## src/rtl/seven_seg_scan_driver.sv

```systemverilog
// Four-digit common-anode 7-segment scan driver with per-slot blanking and
// frame-boundary double buffering of the displayed value.
//
// state   | meaning
// OFF     | display disabled, counter and digit index held at 0
// BLANK   | first BLANK cycles of a digit slot, all anodes off
// ON      | rest of the slot, digit idx driven from the display register
module seven_seg_scan_driver #(
  parameter int SCAN_DIV = 20000,
  parameter int BLANK    = 1000,
  parameter int CNT_W    = 16
) (
  input  logic        clk,
  input  logic        reset,
  input  logic        enable,
  input  logic        load,
  input  logic [15:0] digits_in,
  input  logic [3:0]  dp_in,
  output logic [3:0]  an,
  output logic [6:0]  seg,
  output logic        dp,
  output logic        frame_start
);

  localparam logic [1:0] ST_OFF   = 2'd0;
  localparam logic [1:0] ST_BLANK = 2'd1;
  localparam logic [1:0] ST_ON    = 2'd2;

  localparam logic [CNT_W-1:0] CNT_LAST  = CNT_W'(SCAN_DIV - 1);
  localparam logic [CNT_W-1:0] CNT_BLANK = CNT_W'(BLANK);

  logic [1:0]       state_q, state_d;
  logic [CNT_W-1:0] cnt_q, cnt_d;
  logic [1:0]       idx_q, idx_d;
  logic [19:0]      disp_q, disp_d;     // {dp[3:0], digits[15:0]}
  logic [19:0]      shadow_q, shadow_d;
  logic             pend_q, pend_d;
  logic             boundary;
  logic [3:0]       an_q, an_d;
  logic [6:0]       seg_q, seg_d;
  logic             dp_q, dp_d;
  logic             fs_q, fs_d;
  logic [3:0]       nib;

  function automatic logic [6:0] decode(input logic [3:0] n);
    case (n)
      4'h0: decode = 7'b1000000;
      4'h1: decode = 7'b1111001;
      4'h2: decode = 7'b0100100;
      4'h3: decode = 7'b0110000;
      4'h4: decode = 7'b0011001;
      4'h5: decode = 7'b0010010;
      4'h6: decode = 7'b0000010;
      4'h7: decode = 7'b1111000;
      4'h8: decode = 7'b0000000;
      4'h9: decode = 7'b0010000;
      4'hA: decode = 7'b0001000;
      4'hB: decode = 7'b0000011;
      4'hC: decode = 7'b1000110;
      4'hD: decode = 7'b0100001;
      4'hE: decode = 7'b0000110;
      default: decode = 7'b0001110;
    endcase
  endfunction

  always_comb begin
    cnt_d    = cnt_q;
    idx_d    = idx_q;
    state_d  = state_q;
    boundary = 1'b0;
    if (!enable) begin
      cnt_d   = '0;
      idx_d   = 2'd0;
      state_d = ST_OFF;
    end else if (state_q == ST_OFF) begin
      cnt_d    = '0;
      idx_d    = 2'd0;
      boundary = 1'b1;
    end else if (cnt_q == CNT_LAST) begin
      cnt_d    = '0;
      idx_d    = idx_q + 2'd1;
      boundary = (idx_q == 2'd3);
    end else begin
      cnt_d = cnt_q + 1'b1;
    end
    if (enable) state_d = (cnt_d < CNT_BLANK) ? ST_BLANK : ST_ON;
  end

  // A load coinciding with a boundary bypasses the shadow so it shows this frame.
  always_comb begin
    disp_d   = disp_q;
    shadow_d = shadow_q;
    pend_d   = pend_q;
    if (load) begin
      shadow_d = {dp_in, digits_in};
      pend_d   = 1'b1;
    end
    if (boundary) begin
      if (load)        disp_d = {dp_in, digits_in};
      else if (pend_q) disp_d = shadow_q;
      pend_d = 1'b0;
    end
  end

  always_comb begin
    case (idx_q)
      2'd0:    nib = disp_q[3:0];
      2'd1:    nib = disp_q[7:4];
      2'd2:    nib = disp_q[11:8];
      default: nib = disp_q[15:12];
    endcase
  end

  // enable low forces dark outputs on the very next edge, not one cycle later.
  always_comb begin
    an_d = 4'b1111;
    seg_d = 7'b1111111;
    dp_d = 1'b1;
    fs_d = 1'b0;
    if (enable && state_q == ST_ON) begin
      an_d  = ~(4'b0001 << idx_q);
      seg_d = decode(nib);
      dp_d  = ~disp_q[16 + idx_q];
    end
    if (enable) fs_d = (state_q != ST_OFF) && (cnt_q == '0) && (idx_q == 2'd0);
  end

  always_ff @(posedge clk) begin
    if (reset) begin
      state_q  <= ST_OFF;
      cnt_q    <= '0;
      idx_q    <= 2'd0;
      disp_q   <= '0;
      shadow_q <= '0;
      pend_q   <= 1'b0;
      an_q     <= 4'b1111;
      seg_q    <= 7'b1111111;
      dp_q     <= 1'b1;
      fs_q     <= 1'b0;
    end else begin
      state_q  <= state_d;
      cnt_q    <= cnt_d;
      idx_q    <= idx_d;
      disp_q   <= disp_d;
      shadow_q <= shadow_d;
      pend_q   <= pend_d;
      an_q     <= an_d;
      seg_q    <= seg_d;
      dp_q     <= dp_d;
      fs_q     <= fs_d;
    end
  end

  assign an          = an_q;
  assign seg         = seg_q;
  assign dp          = dp_q;
  assign frame_start = fs_q;

endmodule
```

## config.mk

```make
export PLATFORM = sky130hd
export DESIGN_NAME = seven_seg_scan_driver
export DESIGN_NICKNAME = d
export VERILOG_FILES = /design/src/rtl/seven_seg_scan_driver.sv
export SDC_FILE = /design/constraint.sdc
export NUM_CORES = 1
export LEC_CHECK = 0
export ABC_CLOCK_PERIOD_IN_PS = 2400
export BUFFER_PORTS_ARGS = -buffer_cell sky130_fd_sc_hd__buf_2
export CORE_MARGIN = 2
export CORE_UTILIZATION = 25
export DETAILED_ROUTE_END_ITERATION = 7
export GPL_ROUTABILITY_DRIVEN = 0
export HOLD_SLACK_MARGIN = 0.12
export PLACE_DENSITY = 0.51
export SLEW_MARGIN = 20
export SYNTH_ARGS = -nofsm -noshare
export SYNTH_HDL_FRONTEND = slang
export SYNTH_SLANG_ARGS = --single-unit
```

## constraint.sdc

```tcl
create_clock -name clk -period 2.4 [get_ports clk]
set_input_delay 0.12 -clock clk [delete_from_list [all_inputs] [get_ports clk]]
set_output_delay 0.12 -clock clk [all_outputs]
set_load 0.02 [all_outputs]
```

-- Yosys cells after proc, flatten, opt, wreduce, memory -nomap -nowiden
Memories as Yosys holds them, arrays and structs flattened. A register that Yosys moved wholly into a read port is not among the register bits.
Index checks and enable logic that the tools add are counted.
- bits in registers: 67
- memories kept: 1
- logic and storage cells: 50
- bits in read-only memories: 112
- output and inout bits: 13
- memory list (name ; depth ; bits a word ; read ports ; clocked after Yosys merged registers in ; write ports ; line ; RTL):
    (name not given) ; 16 ; 7 ; 1 ; 1 ; 0 ; 46 ; case (n)
- bitwise gates (word level): 4
- shift-type cells: 1
- equality and inequality tests: 5
- order comparisons: 2
- $add $sub $neg: 3
- muxes and demuxes: 12
- reduce and logical (&&, ||, !) cells: 13
- operators with widths (cell ; count):
    16-bit 2-to-1 mux ; 3
    20-bit 2-to-1 mux ; 2
    16-bit by 1-bit adder with 16-bit output (second input constant) ; 1
    16-bit by 15-bit equality test with 1-bit output (second input constant) ; 1
    16-bit logical NOT ; 1
    16-bit by 10-bit less-than comparator with 1-bit output (second input constant) ; 1
    4-bit case mux with 3 select lines ; 1
    5-bit by 2-bit adder with 6-bit output (first input constant) ; 1
    2-bit equality test (second input constant) ; 3
    6-bit less-than comparator (second input constant) ; 1
    2-bit OR reduction ; 3
    1-bit binary-select mux with 5-bit select ; 1
    2-bit logical NOT ; 2
    1-bit 2-to-1 mux ; 4
    4-bit inverter ; 1
    2-bit nonzero test ; 2
    1-bit by 2-bit << shifter with 4-bit output (first input constant) ; 1
    1-bit logical AND ; 3
    1-bit inverter ; 3
    3-bit OR reduction ; 1
    2-bit by 1-bit adder with 2-bit output (second input constant) ; 1
    2-bit by 1-bit equality test with 1-bit output (second input constant) ; 1
    2-bit 2-to-1 mux ; 1
    2-bit AND reduction ; 1

-- Longest topological paths before layout
Gate-level depths: netlist of run 1.
- word-level depth: 6
- depth in mapped cells: 11
- gate-level depth less buffers: 11

-- Worst setup path after synthesis of run 1
OpenSTA, ideal clock, no wires.
- path type: register to register
- start: reg idx_q[0]
- end: reg seg_q[1], in the netlist seg[1]
- slack: 351 ps
- required time: 2271 ps
- arrival: 1920 ps
- stages on the path, launching flop included: 11
- period minus slack after synthesis: 2049 ps
- cells stage by stage: dfxtp_1 inv_1 ha_1 a222oi_1 mux2i_1 inv_1 ha_1 o21ai_0 nand2_1 o21ai_0 nand2_1
- word-level cells in the longest chain between the ends: 2
- elaborated cells on any way between the ends: 4
- classes of those cells: eq/ne (2); mux (1); reduce/logical (1)
- ends and longest elaborated chain (item ; line ; RTL):
    start, declared ; 34 ; logic [1:0] idx_q, idx_d;
    start signal, assigned ; 143 ; idx_q <= idx_d;
    2-bit equality test, or another cell as far along ; 106 ; case (idx_q)
    4-bit case mux with 3 select lines * ; 106 ;
    end, declared ; 40 ; logic [6:0] seg_q, seg_d;
Mark *: on every way between the ends. The rest lies on a longest branch, timed or not.
A chain may end at the register's enable or synchronous reset.

-- Worst setup path in the final report of run 1
- start: reg cnt_q[0]
- end: reg state_q[0]
- word-level cells in the longest chain between the ends: 6
- elaborated cells on any way between the ends: 7
- classes of those cells: add/sub (1); order compare (1); eq/ne (1); mux (4)
- ends and longest elaborated chain (item ; line ; RTL):
    start, declared ; 33 ; logic [CNT_W-1:0] cnt_q, cnt_d;
    start signal, assigned ; 142 ; cnt_q <= cnt_d;
    16-bit by 1-bit adder with 16-bit output / 16-bit by 15-bit equality test with 1-bit output (equally long branches) ; 84, 79 ;
    16-bit 2-to-1 mux * ; 79 ; end else if (cnt_q == CNT_LAST) begin
    16-bit 2-to-1 mux * ; 75 ; end else if (state_q == ST_OFF) begin
    16-bit 2-to-1 mux * ; 71 ; if (!enable) begin
    16-bit by 10-bit less-than comparator with 1-bit output * ; 86 ; if (enable) state_d = (cnt_d < CNT_BLANK) ? ST_BLANK : ST_ON;
    2-bit 2-to-1 mux * ; 86 ;
    end signal, assigned ; 141 ; state_q <= state_d;
    end, declared ; 32 ; logic [1:0] state_q, state_d;
Marks and branches as above.

==> results of run 1 <==
[per-layer routing]
layer  track usage  routed length (microns)  vias up
met4        0.0565                      151        0
met2         0.161                     3090       44
met1         0.135                     3480     1186
li1              -                        -     1349
met3        0.0257                      261       10
met5             0                        0        -
[cells in the final DEF (no fill, tap or decap), types with 6 or more instances in the layout]
| cell type | instances |
|---|---|
| nor2_1 | 48 |
| nand2b_1 | 22 |
| nand2_1 | 42 |
| mux2i_1 | 25 |
| clkbuf_16 | 9 |
| dfxtp_1 | 73 |
| nand3_1 | 8 |
| o21ai_0 | 7 |
| xor2_1 | 6 |
| buf_4 | 10 |
| o21ai_1 | 17 |
| xnor2_1 | 10 |
| dlygate4sd3_1 | 19 |
| buf_2 | 36 |
| inv_1 | 15 |
| ha_1 | 12 |
[cells by family after synthesis]
kind of cell / synth area share
compound gates: 0.0977
buf+inv: 0.0432
simple gates: 0.222
mux: 0.0907
fa+ha+maj: 0.0463
xor+xnor: 0.0432
flops: 0.457
[through the flow]
stage / instances / power [mW] / area, sq um / utilization
3_3_place_gp: 561 / 1.47 / 3650 / 0.290
4_1_cts: 596 / 2.87 / 4150 / 0.329
3_5_place_dp: 561 / 1.47 / 3650 / 0.290
5_1_grt: 596 / 2.94 / 4160 / 0.330
2_1_floorplan: 361 / 1.41 / 3240 / -
6_report: 596 / 2.83 / 4160 / 0.330
[state kept, by name, indices dropped and copies added (netlist names)]
signal	cells
disp_q	20
cnt_q	16
seg	7
frame_start	1
dp	1
idx_q	2
state_q	2
an	4
pend_q	1
shadow_q	20
[power by group]
group	switching [mW]	leakage, nW	internal (mW)	total, mW
registers	0.0153	0.603	1.27	1.28
logic	0.0925	0.809	0.0910	0.183
clock network	0.526	0.142	0.839	1.36
[critical path, stage by stage, from the launching register on]
cell	delay [ns]
dfxtp_1	0.42
ha_1	0.33
nand4_1	0.30
nor2_1	0.20
xnor2_1	0.09
or4b_1	0.53
nand4_1	0.12
a31oi_1	0.08
[cells in the mapped netlist (all sizes together)]
| cell type | count |
|---|---|
| mux2 | 1 |
| mux2i | 26 |
| nand4 | 4 |
| nand3b | 2 |
| and2b | 1 |
| nor3 | 7 |
| mux4 | 1 |
| dfxtp | 74 |
| xor2 | 6 |
| a31oi | 1 |
| ha | 12 |
| xnor2 | 10 |
| a222oi | 3 |
| o41a | 1 |
| a21oi | 4 |
| o221ai | 4 |
| o31ai | 3 |
| inv | 15 |
| nor2 | 48 |
| nor2b | 1 |
| a21boi | 2 |
| nand2b | 22 |
| nor4b | 3 |
| nand3 | 8 |
| or2 | 2 |
| clkbuf | 11 |
| nor4 | 2 |
| or4 | 1 |
| o211ai | 3 |
| nor3b | 1 |
| or4b | 1 |
| and3b | 1 |
| o311a | 1 |
| nand2 | 42 |
| a311oi | 1 |
| a22oi | 2 |
| buf | 8 |
| or3 | 2 |
| o21ai | 24 |
[worst paths after layout]
check	to	cells after the start
max	state_q[0]$_SDFF_PP0_	7
min	shadow_q[18]$_SDFFE_PP0P_	3
max reg2reg	state_q[0]$_SDFF_PP0_	7
min reg2reg	disp_q[16]$_SDFFE_PP0P_	2
[cell type report]
| class | count | share of cell area |
|---|---|---|
| inverters | 15 | 0.0135 |
| clock buffers | 11 | 0.0584 |
| flip-flops and latches | 74 | 0.356 |
| multi-input cells | 253 | 0.393 |
| well taps | 172 | 0.0517 |
| clock inverters | 5 | 0.0150 |
| repair buffers | 66 | 0.112 |
[timing repair]
action	in CTS	in global routing
setup endpoints to repair	0	2
gates resized for setup	0	3
endpoints found under the hold margin	19	0
hold buffers	19	0
==> summary.md, run 1 <==
| Metric | Value |
|---|---|
| Outcome | `complete, no violations` |
| CTS tree | `done` |
| Initial DRT Pass Iterations | `5` |
| CTS Root Cell | `clkbuf_16` |
| Cell area power density | `680 nW/um^2` |
| Routed length per placed instance | `11.7 microns` |
| Synthesized area | `3240 sq um` |
| Distinct cells, synth | `44` |
| Top cell type's share of synthesized area | `0.457` |
| ANT nets after route | `0` |
| FF+latch count, synth | `74` |
| Post-Route WL | `6.98 mm` |
| Setup bufs post-CTS | `0` |
| Drt first-iter violations | `144` |
| Vias in the first global route | `2501` |
| Reg-to-Reg Start | `cnt_q[0]$_SDFF_PP0_` |
| Sequential fraction of the synthesis area | `0.457` |
| DPL Wire Length | `5.01 mm` |
| Net Count, Synth | `397` |
| Avg Vias per Cell | `4.34` |
| Critical Path Start | `cnt_q[0]$_SDFF_PP0_` |
| Crit Path Class | `reg2reg` |
| CP endpoint kind | `register` |
| Hold crit path type | `in2reg` |
| Hold_sp | `dp_in[2]` |
| RSZ-0062 raised after global routing | `no` |
| Skew final | `0.00705 ns` |
| Die Height | `118 microns` |
| FF/Latch Area | `1480 sq um` |
| GRT Total Usage | `0.105` |
| Fmax achieved | `0.455 GHz` |
| Period utilisation layout | `0.917` |
| # fillers | `1356` |
| Post-Syn Area per Cell | `8.98 sq um` |
| Clk sinks | `74` |
| Clock latency reported for the late side of the worst-skew pair | `0.33 ns` |
| R2R Setup Slk | `0.20 ns` |
| DRC viols | `0` |
| Max VDD drop | `0.361 mV` |
| Die Span X | `118 microns` |
| Core area | `12600 sq um` |
| Critical path peak fanout | `7` |
| CTS Buffer Depth | `2` |
| DP Worst Slack | `0.198 ns` |
| Synth area leader | `dfxtp_1` |
| H-tree depth | `3` |
| IO Port Bufs | `36` |
| Setup TNS | `0 ns` |
| CTS Buf Count | `9` |
| Initial core utilization | `0.257` |
| Hold slack | `0.129 ns` |
| Antenna diode count | `0` |
| Worst-path clk slew | `0.06 ns` |
| Die footprint | `13900 sq um` |
| Layout cells sized above 1 | `0.170` |
| Final Hold Fails | `0` |
| Max-cap viol count | `0` |
| Largest cells by area after synthesis | `dfxtp_1 46%, mux2i_1 8.0%, nor2_1 5.6%, nand2_1 4.9%, ha_1 4.6%` |
| Final Max Slew Viols | `0` |
| Leak | `1.55 nW` |
| Row Count | `41` |
| Least-Margin Pin Slew | `0.603 ns` |
| Antenna violations before repair | `0` |
| Yosys warns | `0` |
| Largest net degree at the start of global routing | `42` |
| Mapped Cells | `361` |
| P&R area growth vs syn | `28.3%` |
| Worst EP required | `2.61 ns` |
| Final nets | `455` |
| First-pass GRT wire length | `11.7 mm` |
| Gr ovfl total | `0` |
| Setup Viol. Count Final | `0` |
| Final WS setup | `0.200 ns` |
| WP data arrival | `2.41 ns` |
| Worst setup SP type | `register` |
| I/O pins | `37` |
| Vias | `2589` |
| Min cycle time layout | `2.20 ns` |
| Multi-input logic area | `1630 sq um` |
| Slew margin rel. | `0.598` |
No activity file was read; power rests on OpenSTA's default activity.
==> inputs of run 2 (changes only) <==
--- a/config.mk
+++ b/config.mk
@@ -5,14 +5,14 @@
 export SDC_FILE = /design/constraint.sdc
 export NUM_CORES = 1
 export LEC_CHECK = 0
-export ABC_CLOCK_PERIOD_IN_PS = 2400
+export ABC_CLOCK_PERIOD_IN_PS = 1900
 export BUFFER_PORTS_ARGS = -buffer_cell sky130_fd_sc_hd__buf_2
 export CORE_MARGIN = 2
 export CORE_UTILIZATION = 25
 export DETAILED_ROUTE_END_ITERATION = 7
 export GPL_ROUTABILITY_DRIVEN = 0
 export HOLD_SLACK_MARGIN = 0.12
-export PLACE_DENSITY = 0.51
+export PLACE_DENSITY = 0.52
 export SLEW_MARGIN = 20
 export SYNTH_ARGS = -nofsm -noshare
 export SYNTH_HDL_FRONTEND = slang
==> constraint.sdc (replaced) <==
create_clock -name clk -period 1.9 [get_ports clk]
set_input_delay 0.095 -clock clk [delete_from_list [all_inputs] [get_ports clk]]
set_output_delay 0.095 -clock clk [all_outputs]
set_load 0.02 [all_outputs]
==> summary.md, run 2 (synthesized netlist as in run 1, its figures left out) <==
| Metric | Value |
|---|---|
| Leak | `1.90 nW` |
| RSZ-0062 raised after global routing | `yes` |
| DPL Wire Length | `5.29 mm` |
| Slew margin rel. | `0.691` |
| Avg Vias per Cell | `4.45` |
| Period utilisation layout | `1.04` |
| Gr ovfl total | `0` |
| IO Port Bufs | `36` |
| WP data arrival | `2.19 ns` |
| Clock latency reported for the late side of the worst-skew pair | `0.34 ns` |
| Die Height | `118 microns` |
| ANT nets after route | `0` |
| Worst-path cell chain | `nor4_2 -> nand2_1 -> o41a_1 -> nor3_4 -> buf_6 -> clkbuf_16 -> o31ai_4` |
| DP Worst Slack | `-0.0581 ns` |
| CTS tree | `done` |
| Max-cap viol count | `0` |
| DRC viols | `0` |
| Critical path's top delay family | `simple AND/OR/NAND/NOR gates` |
| Die Span X | `118 microns` |
| Fmax achieved | `0.505 GHz` |
| CTS Buffer Depth | `2` |
| Outcome | `complete, but fails checks` |
| CP endpoint kind | `register` |
| Clk sinks | `74` |
| GRT Total Usage | `0.111` |
| Core area | `12600 sq um` |
| Skew final | `0.00995 ns` |
| Final WS setup | `-0.0822 ns` |
| Die footprint | `13900 sq um` |
| Hold crit path type | `in2reg` |
| CTS Buf Count | `9` |
| Hold Path End | `dp$_SDFF_PP1_` |
| Worst-path clk slew | `0.06 ns` |
| R2R depth | `7` |
| Critical path peak fanout | `5` |
| Vias | `2845` |
| I/O pins | `37` |
| # fillers | `1301` |
| Crit Path Class | `reg2reg` |
| R2R Setup Slk | `-0.08 ns` |
| End of the worst register-to-register path | `disp_q[14]$_SDFFE_PP0P_` |
| Cell area power density | `776 nW/um^2` |
| Worst EP required | `2.11 ns` |
| Hold_sp | `reset` |
| Worst setup SP type | `register` |
| Final Max Slew Viols | `0` |
| Biggest regs | `disp_q: 20 flops, shadow_q: 20 flops, cnt_q: 16 flops` |
| Final Hold Fails | `0` |
| CP Buf/Inv Count | `2` |
| Most frequent cells in the layout | `69 x dfxtp_1, 46 x nor2_1, 41 x buf_4, 36 x buf_2, 25 x mux2i_1` |
| Least-Margin Pin Slew | `0.464 ns` |
| Antenna violations before repair | `0` |
| Final instance area | `4870 sq um` |
| Drt first-iter violations | `157` |
| Initial core utilization | `0.257` |
| Cell Area, Placed | `3860 sq um` |
| Initial DRT Pass Iterations | `4` |
| Most common library cell in the layout ignoring fill and taps | `dfxtp_1` |
| Min cycle time layout | `1.98 ns` |
| Max VDD drop | `0.414 mV` |
| Setup TNS | `-1.37 ns` |
| Slowest cell on crit path | `o41a_1` |
| Vias in the first global route | `2609` |
| Setup Viol. Count Final | `25` |
| Largest net degree at the start of global routing | `42` |
| CTS Root Cell | `clkbuf_16` |
| Violated checks | `setup timing` |
| H-tree depth | `3` |
| Row Count | `41` |
| WHS Path Cells | `4` |
| Layout cells sized above 1 | `0.357` |
| First-pass GRT wire length | `12.5 mm` |
| Worst path max stage delay | `0.49 ns` |
| Final nets | `499` |
| Fin util | `0.386` |
| P&R area growth vs syn | `50.3%` |
| Final Power | `3.78 mW` |
| Antenna diode count | `0` |
| Reg-to-Reg Start | `cnt_q[15]$_SDFF_PP0_` |
| Post-Route WL | `8.26 mm` |
| Routed length per placed instance | `12.9 microns` |
run 2: cell types whose count changed in the layout (fill, tap and decap cells not counted), moves of 5 or more:
cell | before | now
buf_4 | 10 | 41
o21ai_0 | 7 | 2
ha_4 | 0 | 6
nand2_4 | 0 | 6
nand2_1 | 42 | 23
buf_6 | 0 | 6
o21ai_2 | 0 | 5
nand2_2 | 0 | 13
ha_1 | 12 | 3
run 2: layout make-up:
cell class	count	area (sq um)	area share
well taps	172	215	0.0442
repair buffers	110	886	0.182
flip-flops and latches	74	1490	0.306
inverters	15	58.8	0.0121
clock inverters	6	88.8	0.0182
multi-input cells	253	1900	0.391
clock buffers	10	229	0.0470
run 2: worst reg2reg max path: cells and delay by family (launching register included):
kind	cells	cell delay, ns
and+or+nand+nor	3	0.64
DFF	1	0.32
buffers and inverters	2	0.35
AOI/OAI and AO/OA	2	0.55
run 2: worst max-delay path by stage:
| stage | start | endpoint | slack (ns) | cells after the start |
|---|---|---|---|---|
| 3_3_place_gp | idx_q[0]$_SDFFE_PP0P_ | seg[1]$_SDFF_PP1_ | -0.01 | 10 |
| 3_5_place_dp | idx_q[0]$_SDFFE_PP0P_ | seg[0]$_SDFF_PP1_ | -0.06 | 7 |
| 2_1_floorplan | idx_q[0]$_SDFFE_PP0P_ | seg[1]$_SDFF_PP1_ | -0.006 | 10 |
| 6_report | cnt_q[15]$_SDFF_PP0_ | disp_q[14]$_SDFFE_PP0P_ | -0.08 | 7 |
| 4_1_cts | idx_q[0]$_SDFFE_PP0P_ | seg[3]$_SDFF_PP1_ | -0.01 | 10 |
| 5_1_grt | idx_q[0]$_SDFFE_PP0P_ | seg[1]$_SDFF_PP1_ | -0.25 | 10 |
run 2: per-stage QoR:
step,hold slack (ns),cells
final,0.205,640
after global routing,0.289,640
after CTS,0.194,626
after detailed placement,0.389,586
after global placement,0.388,586
after floorplan,0.263,361
run 2: what timing repair did:
item                       4_1_cts  5_1_grt
setup endpoints to repair       17       29
gates cloned                     0        6
hold endpoints to repair        21        0
pin swaps                        1       23
resized for setup               15       63
hold buffers                    22        0
buffers inserted                 2        8
run 2: metal layers:
metal  GRT usage  vias up  part of all wire
li1            -     1432                 -
met3      0.0199       14             0.022
met5           0        -                 0
met4      0.0595        0             0.021
met2       0.172       44              0.47
met1       0.146     1355              0.49
run 2: power by group:
group | internal (mW) | switching (mW) | total (mW)
clock | 1.15 | 0.673 | 1.83
combinational | 0.173 | 0.163 | 0.337
sequential | 1.60 | 0.0199 | 1.62
==> inputs of run 3 (changes only) <==
--- a/config.mk
+++ b/config.mk
@@ -5,14 +5,14 @@
 export SDC_FILE = /design/constraint.sdc
 export NUM_CORES = 1
 export LEC_CHECK = 0
-export ABC_CLOCK_PERIOD_IN_PS = 1900
+export ABC_CLOCK_PERIOD_IN_PS = 1660
 export BUFFER_PORTS_ARGS = -buffer_cell sky130_fd_sc_hd__buf_2
 export CORE_MARGIN = 2
 export CORE_UTILIZATION = 25
 export DETAILED_ROUTE_END_ITERATION = 7
 export GPL_ROUTABILITY_DRIVEN = 0
 export HOLD_SLACK_MARGIN = 0.12
-export PLACE_DENSITY = 0.52
+export PLACE_DENSITY = 0.48
 export SLEW_MARGIN = 20
 export SYNTH_ARGS = -nofsm -noshare
 export SYNTH_HDL_FRONTEND = slang
==> constraint.sdc (replaced) <==
create_clock -name clk -period 1.66 [get_ports clk]
set_input_delay 0.083 -clock clk [delete_from_list [all_inputs] [get_ports clk]]
set_output_delay 0.083 -clock clk [all_outputs]
set_load 0.02 [all_outputs]
==> summary.md, run 3 (synthesized netlist as in run 1, its figures left out) <==
| Metric | Value |
|---|---|
| Crit Path Class | `reg2reg` |
| Global Route met2 Usage | `0.205` |
| I/O pins | `37` |
| P&R area growth vs syn | `59.3%` |
| Worst setup SP type | `register` |
| Initial DRT Pass Iterations | `7` |
| End of the worst register-to-register path | `seg[1]$_SDFF_PP1_` |
| Gr busiest metal | `met2` |
| Initial core utilization | `0.257` |
| GRT Total Usage | `0.123` |
| Most common library cell in the layout ignoring fill and taps | `dfxtp_1` |
| Max-cap viol count | `0` |
| Fin util | `0.409` |
| Period utilisation layout | `1.18` |
| First-pass GRT wire length | `13.8 mm` |
| Placed Cells incl. Taps | `611` |
| Avg Vias per Cell | `4.33` |
| Max VDD drop | `0.371 mV` |
| Hold crit path type | `in2reg` |
| CTS Buf Count | `9` |
| CTS Root Cell | `clkbuf_16` |
| WHS Path Cells | `3` |
| Core area | `12600 sq um` |
| Gr ovfl total | `0` |
| Least-Margin Pin Slew | `0.369 ns` |
| Worst EP required | `1.88 ns` |
| CTS tree | `done` |
| Vias in the first global route | `2841` |
| R2R depth | `10` |
| CP endpoint kind | `register` |
| # fillers | `1282` |
| Final Max Slew Viols | `0` |
| Outcome | `complete, but fails checks` |
| Multi-input logic area | `1960 sq um` |
| Drt first-iter violations | `122` |
| WP data arrival | `2.18 ns` |
| Largest net degree at the start of global routing | `42` |
| Worst-path clk slew | `0.06 ns` |
| Cell area power density | `803 nW/um^2` |
| CTS Buffer Depth | `2` |
| Worst Setup EP | `seg[1]$_SDFF_PP1_` |
| Final WS setup | `-0.291 ns` |
| R2R Setup Slk | `-0.29 ns` |
| Met1 Usage GRT | `0.149` |
| Die Span X | `118 microns` |
| Violated checks | `setup timing` |
| DRC viols | `0` |
| Critical Path Start | `idx_q[0]$_SDFFE_PP0P_` |
| Biggest regs | `disp_q: 20 flops, shadow_q: 20 flops, cnt_q: 16 flops` |
| Fmax achieved | `0.512 GHz` |
| Critical path peak fanout | `5` |
| Grt met3 use | `0.0354` |
| Layout cells sized above 1 | `0.397` |
| FF/Latch Area | `1500 sq um` |
| Row Count | `41` |
| Antenna violations before repair | `0` |
| IO Port Bufs | `36` |
| Most frequent cells in the layout | `69 x dfxtp_1, 61 x buf_4, 41 x nand2_1, 36 x buf_2, 34 x nor2_1` |
| Skew final | `0.00727 ns` |
| Leak | `2.02 nW` |
| Antenna diode count | `0` |
| Vias | `2894` |
| Final nets | `527` |
| RSZ-0062 raised after global routing | `yes` |
| Final Hold Fails | `0` |
| H-tree depth | `3` |
| Setup TNS | `-5.78 ns` |
| Routed length per placed instance | `12.6 microns` |
| DPL Wire Length | `5.46 mm` |
| ANT nets after route | `0` |
| Min cycle time layout | `1.95 ns` |
| Clk sinks | `74` |
| Clock latency reported for the late side of the worst-skew pair | `0.33 ns` |
| Slew margin rel. | `0.749` |
| Post-Route WL | `8.41 mm` |
| Cell Count, Final, Fillers Out | `668` |
| Die footprint | `13900 sq um` |
| Setup Viol. Count Final | `45` |
| Die Height | `118 microns` |
| Reg-to-Reg Start | `idx_q[0]$_SDFFE_PP0P_` |
## run 3: timing repair
item,CTS,global route
hold endpoints to repair,21,0
hold buffers,22,0
pin swaps,24,11
gates resized for setup,45,40
gates cloned,2,3
setup endpoints to repair,39,46
setup buffers,12,5
## run 3: cell type report
class | instances | share of cell area
Clock inverter | 4 | 0.00969
Inverter | 15 | 0.0114
Sequential cell | 74 | 0.290
Tap cell | 172 | 0.0417
Clock buffer | 12 | 0.0477
Multi-Input combinational cell | 253 | 0.379
Timing Repair Buffer | 138 | 0.220
## run 3: through the flow
step | area [sq um] | total power [mW] | setup WS [ns] | hold slack (ns)
final | 5160 | 4.15 | -0.291 | 0.139
after global routing | 5160 | 4.32 | -0.364 | 0.182
after CTS | 4930 | 4.16 | -0.256 | 0.153
after detailed placement | 4090 | 2.13 | -0.318 | 0.374
after global placement | 4090 | 2.13 | -0.264 | 0.382
after floorplan | 3320 | 2.04 | -0.166 | 0.251
## run 3: power by group
part | internal [mW] | total [mW] | leakage, nW | switching, mW
clock network | 1.21 | 1.93 | 0.147 | 0.726
registers | 1.83 | 1.85 | 0.606 | 0.0215
logic | 0.200 | 0.369 | 1.27 | 0.170
total | 3.23 | 4.15 | 2.02 | 0.917
## run 3: worst min path at each step
stage / from / end
final: load / pend_q$_SDFFE_PP0P_
after floorplan: enable / state_q[0]$_SDFF_PP0_
after global placement: dp_in[1] / shadow_q[17]$_SDFFE_PP0P_
after global routing: load / pend_q$_SDFFE_PP0P_
after CTS: load / pend_q$_SDFFE_PP0P_
after detailed placement: dp_in[2] / shadow_q[18]$_SDFFE_PP0P_
## run 3: metal layers
layer | up-vias | routed length (microns)
li1 | 1487 | -
met1 | 1350 | 3860
met2 | 47 | 4120
met3 | 10 | 289
met4 | 0 | 144
met5 | - | 0
## run 3: worst max-delay path, cell delays in order (launching register included)
cell and delay, ns:
dfxtp_4 0.39, inv_4 0.06, ha_4 0.17, a222oi_1 0.38, mux2i_2 0.21, inv_2 0.14
ha_4 0.21, o21ai_2 0.10, nand2_1 0.05, o21ai_1 0.06, nand2_1 0.06
